### src/rtl/if_prefetch_pkg.sv
// Shared definitions for the instruction-fetch prefetch queue.
//   IF_RESET_PC : default first fetch address after reset
//   EXC_ADEL    : ExcCode reported for a misaligned instruction fetch
//   entry_t     : one queue entry {instr, pc, exc}
//   clog2       : ceiling log2, used to size pointers and counters
package if_prefetch_pkg;

    localparam logic [31:0] IF_RESET_PC = 32'h0000_3000;
    localparam logic [4:0]  EXC_ADEL    = 5'd4;

    typedef struct packed {
        logic [31:0] instr;
        logic [31:0] pc;
        logic        exc;
    } entry_t;

    function automatic int clog2(input int value);
        int result;
        result = 0;
        while ((1 << result) < value) result++;
        return result;
    endfunction

endpackage

### src/rtl/if_prefetch_if.sv
// Bundle of the prefetch unit's handshake signals.
//   imem_*      : request/grant/response instruction-memory port
//   redirect*   : flush and restart request from NPC / CP0
//   out_*       : valid/ready instruction stream towards ID
// master = the prefetch unit, slave = memory + NPC/CP0 + ID side.
interface if_prefetch_if;

    logic        imem_req;
    logic [31:0] imem_addr;
    logic        imem_gnt;
    logic        imem_rvalid;
    logic [31:0] imem_rdata;

    logic        redirect;
    logic [31:0] redirect_pc;

    logic        out_valid;
    logic        out_ready;
    logic [31:0] out_instr;
    logic [31:0] out_pc;
    logic        out_exc;

    modport master (
        output imem_req, imem_addr,
        input  imem_gnt, imem_rvalid, imem_rdata,
        input  redirect, redirect_pc,
        output out_valid, out_instr, out_pc, out_exc,
        input  out_ready
    );

    modport slave (
        input  imem_req, imem_addr,
        output imem_gnt, imem_rvalid, imem_rdata,
        output redirect, redirect_pc,
        input  out_valid, out_instr, out_pc, out_exc,
        output out_ready
    );

endinterface

### src/rtl/if_prefetch_fetch_fifo.sv
// Synchronous FIFO with first-word fall-through head and flush.
//   clk, reset : clock, synchronous active-high reset (clears storage too)
//   flush      : empties the FIFO, has priority over push/pop
//   push/push_data, pop : write and remove-head strobes
//   head       : registered storage at the read pointer
//   count      : current occupancy, 0..DEPTH
module if_prefetch_fetch_fifo
    import if_prefetch_pkg::*;
#(
    parameter  int WIDTH = 32,
    parameter  int DEPTH = 4,
    localparam int AW    = clog2(DEPTH)
) (
    input  logic             clk,
    input  logic             reset,
    input  logic             flush,
    input  logic             push,
    input  logic [WIDTH-1:0] push_data,
    input  logic             pop,
    output logic [WIDTH-1:0] head,
    output logic [AW:0]      count
);

    localparam logic [AW:0] FULL = (AW + 1)'(DEPTH);
    localparam logic [AW:0] ONE  = (AW + 1)'(1);

    logic [WIDTH-1:0] mem [DEPTH];
    logic [AW:0]      wr_ptr;
    logic [AW:0]      rd_ptr;
    logic             do_push;
    logic             do_pop;

    assign count   = wr_ptr - rd_ptr;
    assign do_pop  = pop && (count != '0);
    // A full FIFO still accepts a write when the head leaves in the same cycle.
    assign do_push = push && ((count != FULL) || do_pop);
    assign head    = mem[rd_ptr[AW-1:0]];

    always_ff @(posedge clk) begin
        if (reset) begin
            wr_ptr <= '0;
            rd_ptr <= '0;
            for (int i = 0; i < DEPTH; i++) mem[i] <= '0;
        end else if (flush) begin
            wr_ptr <= '0;
            rd_ptr <= '0;
        end else begin
            if (do_push) begin
                mem[wr_ptr[AW-1:0]] <= push_data;
                wr_ptr              <= wr_ptr + ONE;
            end
            if (do_pop) rd_ptr <= rd_ptr + ONE;
        end
    end

endmodule

### src/rtl/if_prefetch.sv
// Decoupled instruction-fetch front end with a DEPTH-entry prefetch queue.
//   clk, reset : clock, synchronous active-high reset
//   bus        : if_prefetch_if.master
//                imem_req/addr out, imem_gnt/rvalid/rdata in,
//                redirect/redirect_pc in,
//                out_valid/instr/pc/exc out, out_ready in
// Fetches are credit limited: a request is only made while the queue plus
// the in-flight requests leave room, so every response has a slot waiting.
// A redirect turns all outstanding requests into drops and restarts fetch.
module if_prefetch
    import if_prefetch_pkg::*;
#(
    parameter int          DEPTH    = 4,
    parameter logic [31:0] RESET_PC = IF_RESET_PC
) (
    input  logic          clk,
    input  logic          reset,
    if_prefetch_if.master bus
);

    localparam int AW = clog2(DEPTH);
    localparam int CW = AW + 1;
    // Headroom for redirects that stack up before old responses drain.
    localparam int DW = CW + 2;
    localparam logic [CW:0]   CAP      = (CW + 1)'(DEPTH);
    localparam logic [DW-1:0] DROP_ONE = DW'(1);

    logic [31:0]   fetch_pc;
    logic [DW-1:0] drop;
    logic          halt;
    logic [CW-1:0] occ;
    logic [CW-1:0] infl;
    logic [31:0]   infl_pc;
    entry_t        push_entry;
    entry_t        head_entry;

    logic space;
    logic misaligned;
    logic issue_ok;
    logic req;
    logic grant;
    logic rsp_counted;
    logic rsp_drop;
    logic rsp_take;
    logic exc_push;
    logic ent_push;
    logic ent_pop;

    always_comb begin
        space       = ({1'b0, occ} + {1'b0, infl}) < CAP;
        misaligned  = (fetch_pc[1:0] != 2'b00);
        issue_ok    = !reset && !halt && !bus.redirect && space;
        req         = issue_ok && !misaligned;
        grant       = req && bus.imem_gnt;
        // Responses arrive in order, so pending drops always come first.
        rsp_counted = bus.imem_rvalid && ((drop != '0) || (infl != '0));
        rsp_drop    = bus.imem_rvalid && (drop != '0);
        rsp_take    = bus.imem_rvalid && (drop == '0) && (infl != '0);
        // A misaligned PC only exists right after a redirect/reset, when
        // nothing is in flight, so it never competes with a real response.
        exc_push    = issue_ok && misaligned && !rsp_take;
        ent_push    = rsp_take || exc_push;
        ent_pop     = !reset && (occ != '0) && bus.out_ready && !bus.redirect;

        push_entry.instr = bus.imem_rdata;
        push_entry.pc    = infl_pc;
        push_entry.exc   = 1'b0;
        if (!rsp_take) begin
            push_entry.instr = '0;
            push_entry.pc    = fetch_pc;
            push_entry.exc   = 1'b1;
        end
    end

    always_ff @(posedge clk) begin
        if (reset) begin
            fetch_pc <= RESET_PC;
            drop     <= '0;
            halt     <= 1'b0;
        end else if (bus.redirect) begin
            fetch_pc <= bus.redirect_pc;
            halt     <= 1'b0;
            drop     <= drop + DW'(infl) + DW'(grant) - DW'(rsp_counted);
        end else begin
            if (grant)    fetch_pc <= fetch_pc + 32'd4;
            if (exc_push) halt     <= 1'b1;
            if (rsp_drop) drop     <= drop - DROP_ONE;
        end
    end

    if_prefetch_fetch_fifo #(
        .WIDTH ($bits(entry_t)),
        .DEPTH (DEPTH)
    ) u_entry_fifo (
        .clk       (clk),
        .reset     (reset),
        .flush     (bus.redirect),
        .push      (ent_push),
        .push_data (push_entry),
        .pop       (ent_pop),
        .head      (head_entry),
        .count     (occ)
    );

    // PCs of granted-but-unanswered requests; its occupancy is the in-flight count.
    if_prefetch_fetch_fifo #(
        .WIDTH (32),
        .DEPTH (DEPTH)
    ) u_pc_fifo (
        .clk       (clk),
        .reset     (reset),
        .flush     (bus.redirect),
        .push      (grant),
        .push_data (fetch_pc),
        .pop       (rsp_take),
        .head      (infl_pc),
        .count     (infl)
    );

    assign bus.imem_req  = req;
    assign bus.imem_addr = fetch_pc;
    assign bus.out_valid = !reset && (occ != '0);
    assign bus.out_instr = head_entry.instr;
    assign bus.out_pc    = head_entry.pc;
    assign bus.out_exc   = head_entry.exc;

endmodule

### src/flat_wrapper.sv
// flat-port wrapper written by rule: the top's interface ports become plain ports
module if_prefetch_flat import if_prefetch_pkg::*;
#(
    parameter int          DEPTH    = 4,
    parameter logic [31:0] RESET_PC = IF_RESET_PC
)
  (clk, reset, bus_imem_req, bus_imem_addr, bus_imem_gnt, bus_imem_rvalid, bus_imem_rdata, bus_redirect, bus_redirect_pc, bus_out_valid, bus_out_instr, bus_out_pc, bus_out_exc, bus_out_ready);
  if_prefetch_if bus_i ();
  input  logic clk;
  input  logic reset;
  output wire logic [$bits(bus_i.imem_req)-1:0] bus_imem_req;
  output wire logic [$bits(bus_i.imem_addr)-1:0] bus_imem_addr;
  input wire logic [$bits(bus_i.imem_gnt)-1:0] bus_imem_gnt;
  input wire logic [$bits(bus_i.imem_rvalid)-1:0] bus_imem_rvalid;
  input wire logic [$bits(bus_i.imem_rdata)-1:0] bus_imem_rdata;
  input wire logic [$bits(bus_i.redirect)-1:0] bus_redirect;
  input wire logic [$bits(bus_i.redirect_pc)-1:0] bus_redirect_pc;
  output wire logic [$bits(bus_i.out_valid)-1:0] bus_out_valid;
  output wire logic [$bits(bus_i.out_instr)-1:0] bus_out_instr;
  output wire logic [$bits(bus_i.out_pc)-1:0] bus_out_pc;
  output wire logic [$bits(bus_i.out_exc)-1:0] bus_out_exc;
  input wire logic [$bits(bus_i.out_ready)-1:0] bus_out_ready;
  assign bus_imem_req = bus_i.imem_req;
  assign bus_imem_addr = bus_i.imem_addr;
  assign bus_i.imem_gnt = bus_imem_gnt;
  assign bus_i.imem_rvalid = bus_imem_rvalid;
  assign bus_i.imem_rdata = bus_imem_rdata;
  assign bus_i.redirect = bus_redirect;
  assign bus_i.redirect_pc = bus_redirect_pc;
  assign bus_out_valid = bus_i.out_valid;
  assign bus_out_instr = bus_i.out_instr;
  assign bus_out_pc = bus_i.out_pc;
  assign bus_out_exc = bus_i.out_exc;
  assign bus_i.out_ready = bus_out_ready;
  if_prefetch #(.DEPTH(DEPTH), .RESET_PC(RESET_PC)) u_core (.clk(clk), .reset(reset), .bus(bus_i));
endmodule
### config.mk
export PLATFORM = sky130hd
export DESIGN_NAME = if_prefetch_flat
export DESIGN_NICKNAME = d
export VERILOG_FILES = /design/src/rtl/if_prefetch_pkg.sv /design/src/rtl/if_prefetch_if.sv /design/src/rtl/if_prefetch_fetch_fifo.sv /design/src/rtl/if_prefetch.sv /design/src/flat_wrapper.sv
export SDC_FILE = /design/constraint.sdc
export NUM_CORES = 1
export LEC_CHECK = 0
export CAP_MARGIN = 40
export CORE_ASPECT_RATIO = 1.25
export CORE_MARGIN = 2
export CORE_UTILIZATION = 30
export DETAILED_ROUTE_END_ITERATION = 7
export SLEW_MARGIN = 15
export SYNTH_ARGS = -nofsm -noshare
export SYNTH_HDL_FRONTEND = slang
export SYNTH_SLANG_ARGS = --single-unit
### constraint.sdc
create_clock -name clk -period 8.6 [get_ports clk]
set_input_delay 1.72 -clock clk [delete_from_list [all_inputs] [get_ports clk]]
set_output_delay 1.72 -clock clk [all_outputs]
set_load 0.005 [all_outputs]
==> qor.csv, run 1 <==
metric,value,unit
final instance area,24090,µm²
"count leader, synth",edfxtp_1,
Synth Flop Type,edfxtp_1,
"Req. time, crit path",9.07,ns
die width,233.5,µm
area grow syn2layout,21.95,%
root buf cell,clkbuf_16,
Cells after DPL,2394,
P_sw,1198,µW
final setup margin,2.783,ns
Reg power frac,0.510,
Pins Over Slew Limit,0,
Syn Inst Count,1442,
first-pass GRT wire length,78720,µm
Final Hold Viols,0,
Clock Path Buffers,3,
Nets,1679,
largest net degree at the start of global routing,46,
main combinational cell family by area after synthesis,simple AND/OR/NAND/NOR gates,
Post-CTS Hold Fix Bufs,0,
Synth Warn #,0,
Wirelength per Cell,20.89,µm
Initial DRC Count,1064,
gpl congestion,0.8327,
Yosys top cell area share,0.5899,
layout cell share with drive strength beyond 1,0.1476,
Mapped Area,19750,µm²
simple-gate portion of the synthesized area,0.1401,
worst-margin pin slew,0.9501,ns
site row count,105,
leakage,0.008391,µW
slew margin rel.,0.3608,
CTS tree,yes,
DR vias,12348,
Internal,3701,µW
grt ovf,0,
Post-CTS Setup Bufs,0,
routed vias/inst,4.975,
critical path class,input pin to flop,
drt total wl,51850,µm
final period utilization,0.6764,
Synth area leaders,"edfxtp_1 (59%), mux4_2 (11%), nor2_1 (5.7%)",
Initial Util,0.3019,
Total Routing Usage GR,0.1534,
Sw Share,0.2446,
fmax,0.1719,GHz
post-place setup slack,2.172,ns
Comb power frac,0.104,
worst-path fanout max,42,
antenna cell count,0,
Max-Cap Viols,0,
placed cell areas,22590,µm²
DIE AREA,67920,µm²
minimum clock period,5.817,ns
sum of negative setup slack,0,ns
unrepaired setup endpoints after global routing,no,
clock power share,0.386,
mux contribution to synthesized area,0.1305,
Synth Area in Adders,0.01356,
Mapped Avg Cell Area,13.70,µm²
CP Cell Sequence,clkdlybuf4s50_1 -> buf_4 -> nor2_4 -> buf_4 -> nand4_1 -> inv_2 -> buf_4 -> fa_1 -> inv_1 -> fa_1 -> nor2b_1 -> o21ai_0 -> and3_1 -> o21ai_0 -> mux2_2,
"EDFF count, synth",388,
number of global-route vias before repair,12698,
post-synthesis sequential area ratio,0.6446,
worst hold path class,flop to flop,
post_cts resized,0,
Yosys reg bits,442,
CTS H-tree depth,2,
setup violators final,0,
IO Pins,169,
worst clock skew,0.03156,ns
CP Data Arrival Time,6.28,ns
DP HPWL,33420,µm
CTS Sinks,442,
Yosys cell types,63,
status,finished clean,
initial antenna violation count,2,
Yosys top cell by area,edfxtp_1,
CTS Buf Count,46,
Crit. End Element,flop,
DRC errors left,0,
CP startpoint kind,input pin,
cell family with most CP delay,buffers and inverters,
Slowest cell on crit path,nand4_1,
Clock transition at path regs,0.06,ns
die height,290.9,µm
Max VDD drop,0.1345,mV
Post-Synth XOR/XNOR Area,0.01216,
Synth Area in Compound Gates,0.03034,
Detail Route Antenna Nets,0,
Pwr per Cell Area,203.4,nW/µm²
Clock Latency Late Sink,0.60,ns
fraction of registers with async set or reset after synthesis,0,
Port Buf Inserts,168,
Final Instance Count excl. Fillers,2482,
Most common cell on crit path,buf_4,
Tot Pwr,4899,µW
WP buf/inv,6,
max incr delay on CP,0.61,ns
detailed-router iteration count before antenna repair,5,
core area,65430,µm²
commonest cells in the netlist,"edfxtp_1 (388), nor2_1 (299), mux4_2 (97)",
==> registers in the layout, summed over array words and instances, names as in the netlist, named ones only <==
register and cells:
u_core.u_entry_fifo.wr_ptr 3, u_core.bus.imem_addr 32, u_core.drop 5, u_core.halt 1, u_core.u_pc_fifo.wr_ptr 3, u_core.u_pc_fifo.rd_ptr 3
u_core.u_entry_fifo.rd_ptr 3, u_core.u_pc_fifo.mem 128, u_core.u_entry_fifo.mem 260
==> power by group through the flow <==
stage                     logic (µW)  clock network [µW]  registers (µW)
final                            512                1890            2500
after global routing             561                2010            2510
after CTS                        516                1940            2500
after detailed placement         513                   0            2540
after global placement           502                   0            2540
after floorplan                  308                   0            2520
==> path summary, 6_finish.rpt <==
check | from | endpoint | slack [ns] | cells after the start
min | u_core.u_entry_fifo.rd_ptr[1] | flop | 0.52 | 2
max | reset | u_core.drop[4] | 2.78 | 15
max reg2reg | u_core.u_entry_fifo.wr_ptr[0] | u_core.drop[4] | 3.13 | 20
min reg2reg | u_core.u_entry_fifo.rd_ptr[1] | flop | 0.52 | 2
==> routing by layer <==
metal	vias up	track usage	part of all wire
met4	0	0.04646	0.024
met3	74	0.02400	0.058
li1	5600	-	-
met5	-	0	0
met1	6260	0.1997	0.41
met2	414	0.2622	0.50
==> cell usage in the layout, fill, tap and decap left out, types with 7 or more instances in the layout <==
cell type,n
o21ai_0,17
a21oi_1,22
nand4_1,19
and2_1,88
clkinv_1,9
xnor2_1,13
and3_1,35
ha_1,15
conb_1,8
clkbuf_1,7
clkdlybuf4s50_1,168
a211oi_1,10
nor3_1,14
inv_1,28
nor4_1,8
xor2_1,9
buf_4,22
a31oi_1,9
or2_2,7
dfxtp_1,50
nor2_1,297
mux4_2,97
nand3_1,16
clkinv_2,14
edfxtp_1,388
mux2i_1,37
buf_12,9
clkbuf_16,46
nand2_1,67
==> cells by family after synthesis <==
| group | count (synthesis) |
|---|---|
| simple gates | 587 |
| flops | 442 |
| buf+inv | 143 |
| mux | 136 |
| compound gates | 90 |
| xor+xnor | 24 |
| fa+ha+maj | 19 |
| other cells | 1 |
==> stage by stage <==
step	util	hold WS, ns
2_1_floorplan	-	0.4566
3_3_place_gp	0.3416	0.4741
3_5_place_dp	0.3453	0.5201
4_1_cts	0.3668	0.5022
5_1_grt	0.3682	0.5428
6_report	0.3682	0.5163
==> worst min-delay path, delay by kind of cell, from the launching register on <==
family           cells  cell delay [ns]
AO/OA/AOI/OAI        1             0.09
flip-flops           1             0.33
AND/OR/NAND/NOR      1             0.07
==> cell type report <==
type                            instances  area (µm²)
Clock buffer                           54        1191
Clock inverter                         30       216.5
Fill cell                            6230       41340
Inverter                               29       108.9
Multi-Input combinational cell        864        6564
Sequential cell                       442       12740
Tap cell                              856        1071
Timing Repair Buffer                  207        2196
Note: power is estimated with default switching activity, not from simulation.
==> run 2: changes to the inputs <==
==> constraint.sdc (replaced) <==
create_clock -name clk -period 6 [get_ports clk]
set_input_delay 1.2 -clock clk [delete_from_list [all_inputs] [get_ports clk]]
set_output_delay 1.2 -clock clk [all_outputs]
set_load 0.005 [all_outputs]
==> run 2 against run 1 <==
Against the previous run:
- worst hold slack got worse by 0.017 ns
- design area rose by 0.17%
- sequential cell count is the same
- register-to-register slack worse by 1.8 ns
- die area stayed put
- core utilization rose by 0.061 points
- via count about the same
- clock-buffer cell count down 1
- critical path type is now flop to primary output
- largest power group unchanged
==> qor.csv, run 2 (synthesis gave the netlist of run 1 again) <==
metric,value,unit,change
status,finished clean,,
Clock transition at path regs,0.07,ns,about the same
Clock Path Buffers,3,,unchanged
Crit. End Element,primary output,,
Initial Util,0.3019,,unchanged
leakage,0.008399,µW,about the same
Post-CTS Setup Bufs,0,,unchanged
"Req. time, crit path",4.80,ns,-4.27 ns
critical path class,flop to primary output,,
fillers,6228,,-0.032%
register area,12740,µm²,unchanged
core area,65430,µm²,unchanged
"commonest non-fill, non-tap cells in the layout","edfxtp_1 (388), nor2_1 (298), clkdlybuf4s50_1 (168)",,
area grow syn2layout,22.15,%,
CTS Sinks,442,,unchanged
DIE AREA,67920,µm²,unchanged
layout cell share with drive strength beyond 1,0.1445,,-0.003075
antenna cell count,0,,unchanged
Tot Pwr,7275,µW,+48%
worst-path fanout max,9,,-79%
Post-CTS Hold Fix Bufs,0,,unchanged
fmax,0.2051,GHz,
Most common cell on crit path,inv_1,,
Final Hold Viols,0,,unchanged
setup violators final,0,,unchanged
gpl congestion,0.7787,,-6.5%
Sw Share,0.2385,,-0.006135
CTS Buf Count,46,,unchanged
worst clock skew,0.03180,ns,+0.0002312 ns
grt ovf,0,,unchanged
"commonest non-fill, non-tap cell in the layout",edfxtp_1,,
Slowest cell on crit path,clkdlybuf4s50_1,,
drt total wl,51580,µm,-0.52%
Clock Latency Late Sink,0.59,ns,about the same
CP Cell Sequence,inv_1 -> ha_1 -> inv_1 -> fa_1 -> xor3_1 -> inv_1 -> ha_1 -> nor4_2 -> nand3_1 -> nor2_1 -> clkdlybuf4s50_1,,
Largest register FFs,260,,unchanged
area occupied by multi-input gates,6555,µm²,-0.13%
Comb power frac,0.100,,-0.004
slew margin rel.,0.3970,,+0.03628
Pwr per Cell Area,301.5,nW/µm²,+48%
largest net degree at the start of global routing,66,,+43%
site row count,105,,unchanged
first-pass GRT wire length,78960,µm,+0.31%
worst hold path class,flop to flop,,
reg2reg start,u_core.u_entry_fifo.wr_ptr[0],,
Port Buf Inserts,168,,unchanged
Largest Register,u_core.u_entry_fifo.mem,,
CTS H-tree depth,2,,unchanged
final setup margin,1.124,ns,-1.659 ns
worst-margin pin slew,0.8962,ns,-0.05392 ns
DRC errors left,0,,unchanged
CTS tree,yes,,
die height,290.9,µm,unchanged
WP buf/inv,4,,-2
Max VDD drop,0.2105,mV,+56%
post-place setup slack,1.210,ns,-0.9620 ns
Total Routing Usage GR,0.1526,,-0.0008342
routed vias/inst,4.976,,about the same
final period utilization,0.8127,,
Max-Cap Viols,0,,unchanged
Hold Startpoint,u_core.halt,,
initial antenna violation count,2,,unchanged
CP startpoint kind,flop,,
root buf cell,clkbuf_16,,
die width,233.5,µm,unchanged
Internal,5540,µW,+50%
DR vias,12350,,+0.016%
Initial DRC Count,955,,-10%
Nets,1678,,-0.060%
clock power share,0.408,,+0.022
max incr delay on CP,0.63,ns,+0.02 ns
Reg power frac,0.493,,-0.017
IO Pins,169,,unchanged
detailed-router iteration count before antenna repair,5,,unchanged
Wirelength per Cell,20.78,µm,-0.52%
P_sw,1735,µW,+45%
Setup crit start,u_core.u_entry_fifo.wr_ptr[0],,
CP Data Arrival Time,3.68,ns,-2.60 ns
cell family with most CP delay,buffers and inverters,,
unrepaired setup endpoints after global routing,no,,
minimum clock period,4.876,ns,
DP HPWL,32150,µm,-3.8%
Detail Route Antenna Nets,0,,unchanged
number of global-route vias before repair,13015,,+2.5%
Pins Over Slew Limit,0,,unchanged
post_cts resized,0,,unchanged
-- run 2: cell types whose count changed in the layout (fill, tap and decap cells not counted), sizes merged --
cell	before	now
clkinv	25	15
bufinv	1	6
clkinvlp	2	4
clkbuf	55	53
inv	31	36
-- run 2: per-stage QoR --
stage	area, µm²	setup TNS [ns]	hold slack, ns	std cells	utilization
finish	24130	0	0.4991	2482	0.3688
global route	24130	0	0.5534	2482	0.3688
CTS	24060	0	0.5059	2479	0.3678
detailed placement	22500	0	0.4905	2394	0.3439
global placement	22470	0	0.4860	2393	0.3435
floorplan	19780	-27.18	0.4566	1449	-
-- run 2: path summary, 6_finish.rpt --
kind / to / slack [ns] / depth (start not counted)
max reg2reg: u_core.u_pc_fifo.mem[0][16] / 1.35 / 16
max: bus_imem_req / 1.12 / 11
min: u_core.halt / 0.50 / 2
min reg2reg: u_core.halt / 0.50 / 2
-- run 2: power by group through the flow --
stage	Combinational [µW]	Clock (µW)	Sequential (µW)
3_3_place_gp	722	0	3640
2_1_floorplan	442	0	3600
3_5_place_dp	731	0	3650
5_1_grt	800	3140	3600
6_report	725	2970	3580
4_1_cts	733	3040	3580
-- run 2: area by class of cell --
| cell class | count | area share |
|---|---|---|
| sequential | 442 | 0.5280 |
| multi-input combinational | 864 | 0.2717 |
| timing repair buffer | 206 | 0.08676 |
| clock buffer | 53 | 0.04968 |
| tap | 856 | 0.04439 |
| clock inverter | 32 | 0.01494 |
| inverter | 29 | 0.004512 |
-- run 2: metal layers --
layer  vias up  wire length [µm]  global-route usage
met5         -                13                   0
met4         2               922             0.03936
met3        75              2898             0.02674
met2       396             25760              0.2637
met1      6294             21980              0.1970
li1       5583                 -                   -
-- run 2: tightest hold or removal path, cell delays in order (launching register included) --
cell,delay (ns)
dfxtp_1,0.34
a21oi_1,0.04
nor2_1,0.08
==> run 3: changes to the inputs <==
==> constraint.sdc (replaced) <==
create_clock -name clk -period 4.55 [get_ports clk]
set_input_delay 0.91 -clock clk [delete_from_list [all_inputs] [get_ports clk]]
set_output_delay 0.91 -clock clk [all_outputs]
set_load 0.005 [all_outputs]
==> run 3 against run 2 <==
Against the previous run:
- sequential power rose by 32%
- sequential share of layout area about the same
- first-iteration DRC count is 8.4% lower
- design area about the same
- register-to-register slack got worse by 0.90 ns
- critical path depth is 1 lower
- via count fell by 0.25%
- final cell count up 0.40%
==> qor.csv, run 3 (synthesis gave the netlist of run 1 again) <==
metric,value,unit,change
Pwr per Cell Area,392.1,nW/µm²,+30%
Initial Util,0.3019,,unchanged
gpl congestion,0.8297,,+6.5%
reg2reg start,u_core.u_pc_fifo.wr_ptr[0],,
R2R Setup Slk,0.45,ns,-0.90 ns
CTS Sinks,442,,unchanged
slew margin rel.,0.4853,,+0.08830
worst hold path class,flop to flop,,
"commonest non-fill, non-tap cells in the layout","edfxtp_1 (388), nor2_1 (298), clkdlybuf4s50_1 (168)",,
Clock Latency Late Sink,0.60,ns,about the same
minimum clock period,4.296,ns,
fmax,0.2328,GHz,
critical path class,flop to primary output,,
die width,233.5,µm,unchanged
DR vias,12319,,-0.25%
CP startpoint kind,flop,,
Wirelength per Cell,20.96,µm,+0.85%
CTS H-tree depth,2,,unchanged
Initial DRC Count,875,,-8.4%
Nets,1687,,+0.54%
CTS Buf Count,47,,+2.2%
CTS tree,yes,,
root buf cell,clkbuf_16,,
r2r endpoint,u_core.u_pc_fifo.mem[0][9],,
Total Routing Usage GR,0.1533,,+0.0007016
Post-CTS Hold Fix Bufs,0,,unchanged
"Req. time, crit path",3.64,ns,-1.16 ns
Clock Path Buffers,3,,unchanged
Max-Cap Viols,0,,unchanged
worst-path fanout max,6,,-3
DRC errors left,0,,unchanged
layout cell share with drive strength beyond 1,0.1467,,+0.002173
site row count,105,,unchanged
Final Hold Viols,0,,unchanged
Detail Route Antenna Nets,0,,unchanged
Largest Register,u_core.u_entry_fifo.mem,,
IO Pins,169,,unchanged
DIE AREA,67920,µm²,unchanged
leakage,0.008402,µW,about the same
"commonest non-fill, non-tap cell in the layout",edfxtp_1,,
area grow syn2layout,22.24,%,about the same
largest net degree at the start of global routing,66,,unchanged
Setup crit start,u_core.u_pc_fifo.wr_ptr[0],,
fillers,6279,,+0.82%
Crit. End Element,primary output,,
CP Data Arrival Time,3.39,ns,-0.29 ns
initial antenna violation count,2,,unchanged
sum of negative setup slack,0,ns,unchanged
final period utilization,0.9442,,
routed vias/inst,4.943,,-0.65%
unrepaired setup endpoints after global routing,no,,
Port Buf Inserts,168,,unchanged
drt total wl,52230,µm,+1.3%
setup violators final,0,,unchanged
grt ovf,0,,unchanged
Pins Over Slew Limit,0,,unchanged
antenna cell count,0,,unchanged
core area,65430,µm²,unchanged
detailed-router iteration count before antenna repair,6,,+1
Clock transition at path regs,0.06,ns,about the same
fin util,0.3690,,about the same
status,finished clean,,
Largest register FFs,260,,unchanged
Critical Path End,bus_imem_req,,
first-pass GRT wire length,78650,µm,-0.39%
Max VDD drop,0.2519,mV,+20%
number of global-route vias before repair,12872,,-1.1%
worst clock skew,0.03671,ns,+0.004912 ns
DP HPWL,32330,µm,+0.56%
die height,290.9,µm,unchanged
post_cts resized,0,,unchanged
path depth of the worst reg2reg path,13,,-3
Post-CTS Setup Bufs,0,,unchanged
worst-margin pin slew,0.7720,ns,-0.1242 ns
run 3: cell count changes in the layout (fill, tap and decap cells not counted), moves of 2 or more:
cell,previous run,this run
buf_4,29,37
bufinv_16,6,4
clkinvlp_4,4,2
clkinv_1,6,11
buf_12,5,7
clkbuf_1,6,10
buf_16,3,1
run 3: power by group:
| part | switching (µW) | leakage, µW | internal, µW |
|---|---|---|---|
| combinational | 513 | 0.00322 | 450 |
| clock | 1640 | 0.000729 | 2150 |
| sequential | 125 | 0.00445 | 4590 |
run 3: layout make-up:
type / instances / area [µm²] / area share
Timing Repair Buffer: 214 / 2132 / 0.08830
Tap cell: 856 / 1071 / 0.04436
Clock buffer: 57 / 1214 / 0.05027
Multi-Input combinational cell: 864 / 6583 / 0.2726
Inverter: 29 / 108.9 / 0.004508
Clock inverter: 30 / 296.5 / 0.01228
Sequential cell: 442 / 12740 / 0.5276
run 3: metal layers:
layer | up-vias | track usage | part of all wire
met2 | 362 | 0.2640 | 0.50
met5 | - | 0 | 0.00019
met3 | 76 | 0.02292 | 0.051
met4 | 2 | 0.04430 | 0.026
met1 | 6279 | 0.1992 | 0.43
li1 | 5600 | - | -
run 3: how the worst min path moves through the flow:
stage / start / end / slack [ns] / cells after the start
floorplan: u_core.u_entry_fifo.rd_ptr[1] / flop / 0.47 / 2
global placement: u_core.u_entry_fifo.rd_ptr[1] / flop / 0.49 / 2
detailed placement: u_core.u_entry_fifo.rd_ptr[2] / u_core.u_entry_fifo.rd_ptr[2] / 0.51 / 2
CTS: u_core.u_entry_fifo.rd_ptr[1] / flop / 0.52 / 2
global route: u_core.u_entry_fifo.rd_ptr[1] / flop / 0.56 / 2
finish: u_core.u_entry_fifo.rd_ptr[1] / flop / 0.52 / 2
run 3: stage by stage:
stage / hold WS (ns) / instance area, µm² / setup slack, ns / cells / total power, µW
global placement: 0.4935 / 22520 / 0.6038 / 2399 / 5756
global route: 0.5583 / 24140 / 0.1024 / 2492 / 9817
floorplan: 0.4671 / 19840 / -0.01045 / 1449 / 5332
finish: 0.5159 / 24140 / 0.2539 / 2492 / 9467
detailed placement: 0.5078 / 22630 / 0.5111 / 2404 / 5779
CTS: 0.5221 / 24140 / 0.2592 / 2491 / 9570
run 3: critical path: stages, from the launching register on:
cell             delay, ns
dfxtp_1               0.32
inv_1                 0.13
ha_1                  0.17
inv_1                 0.05
fa_1                  0.37
xnor3_2               0.34
ha_4                  0.29
nor4_4                0.20
nand3_1               0.12
nor2_1                0.24
clkdlybuf4s50_1       0.56
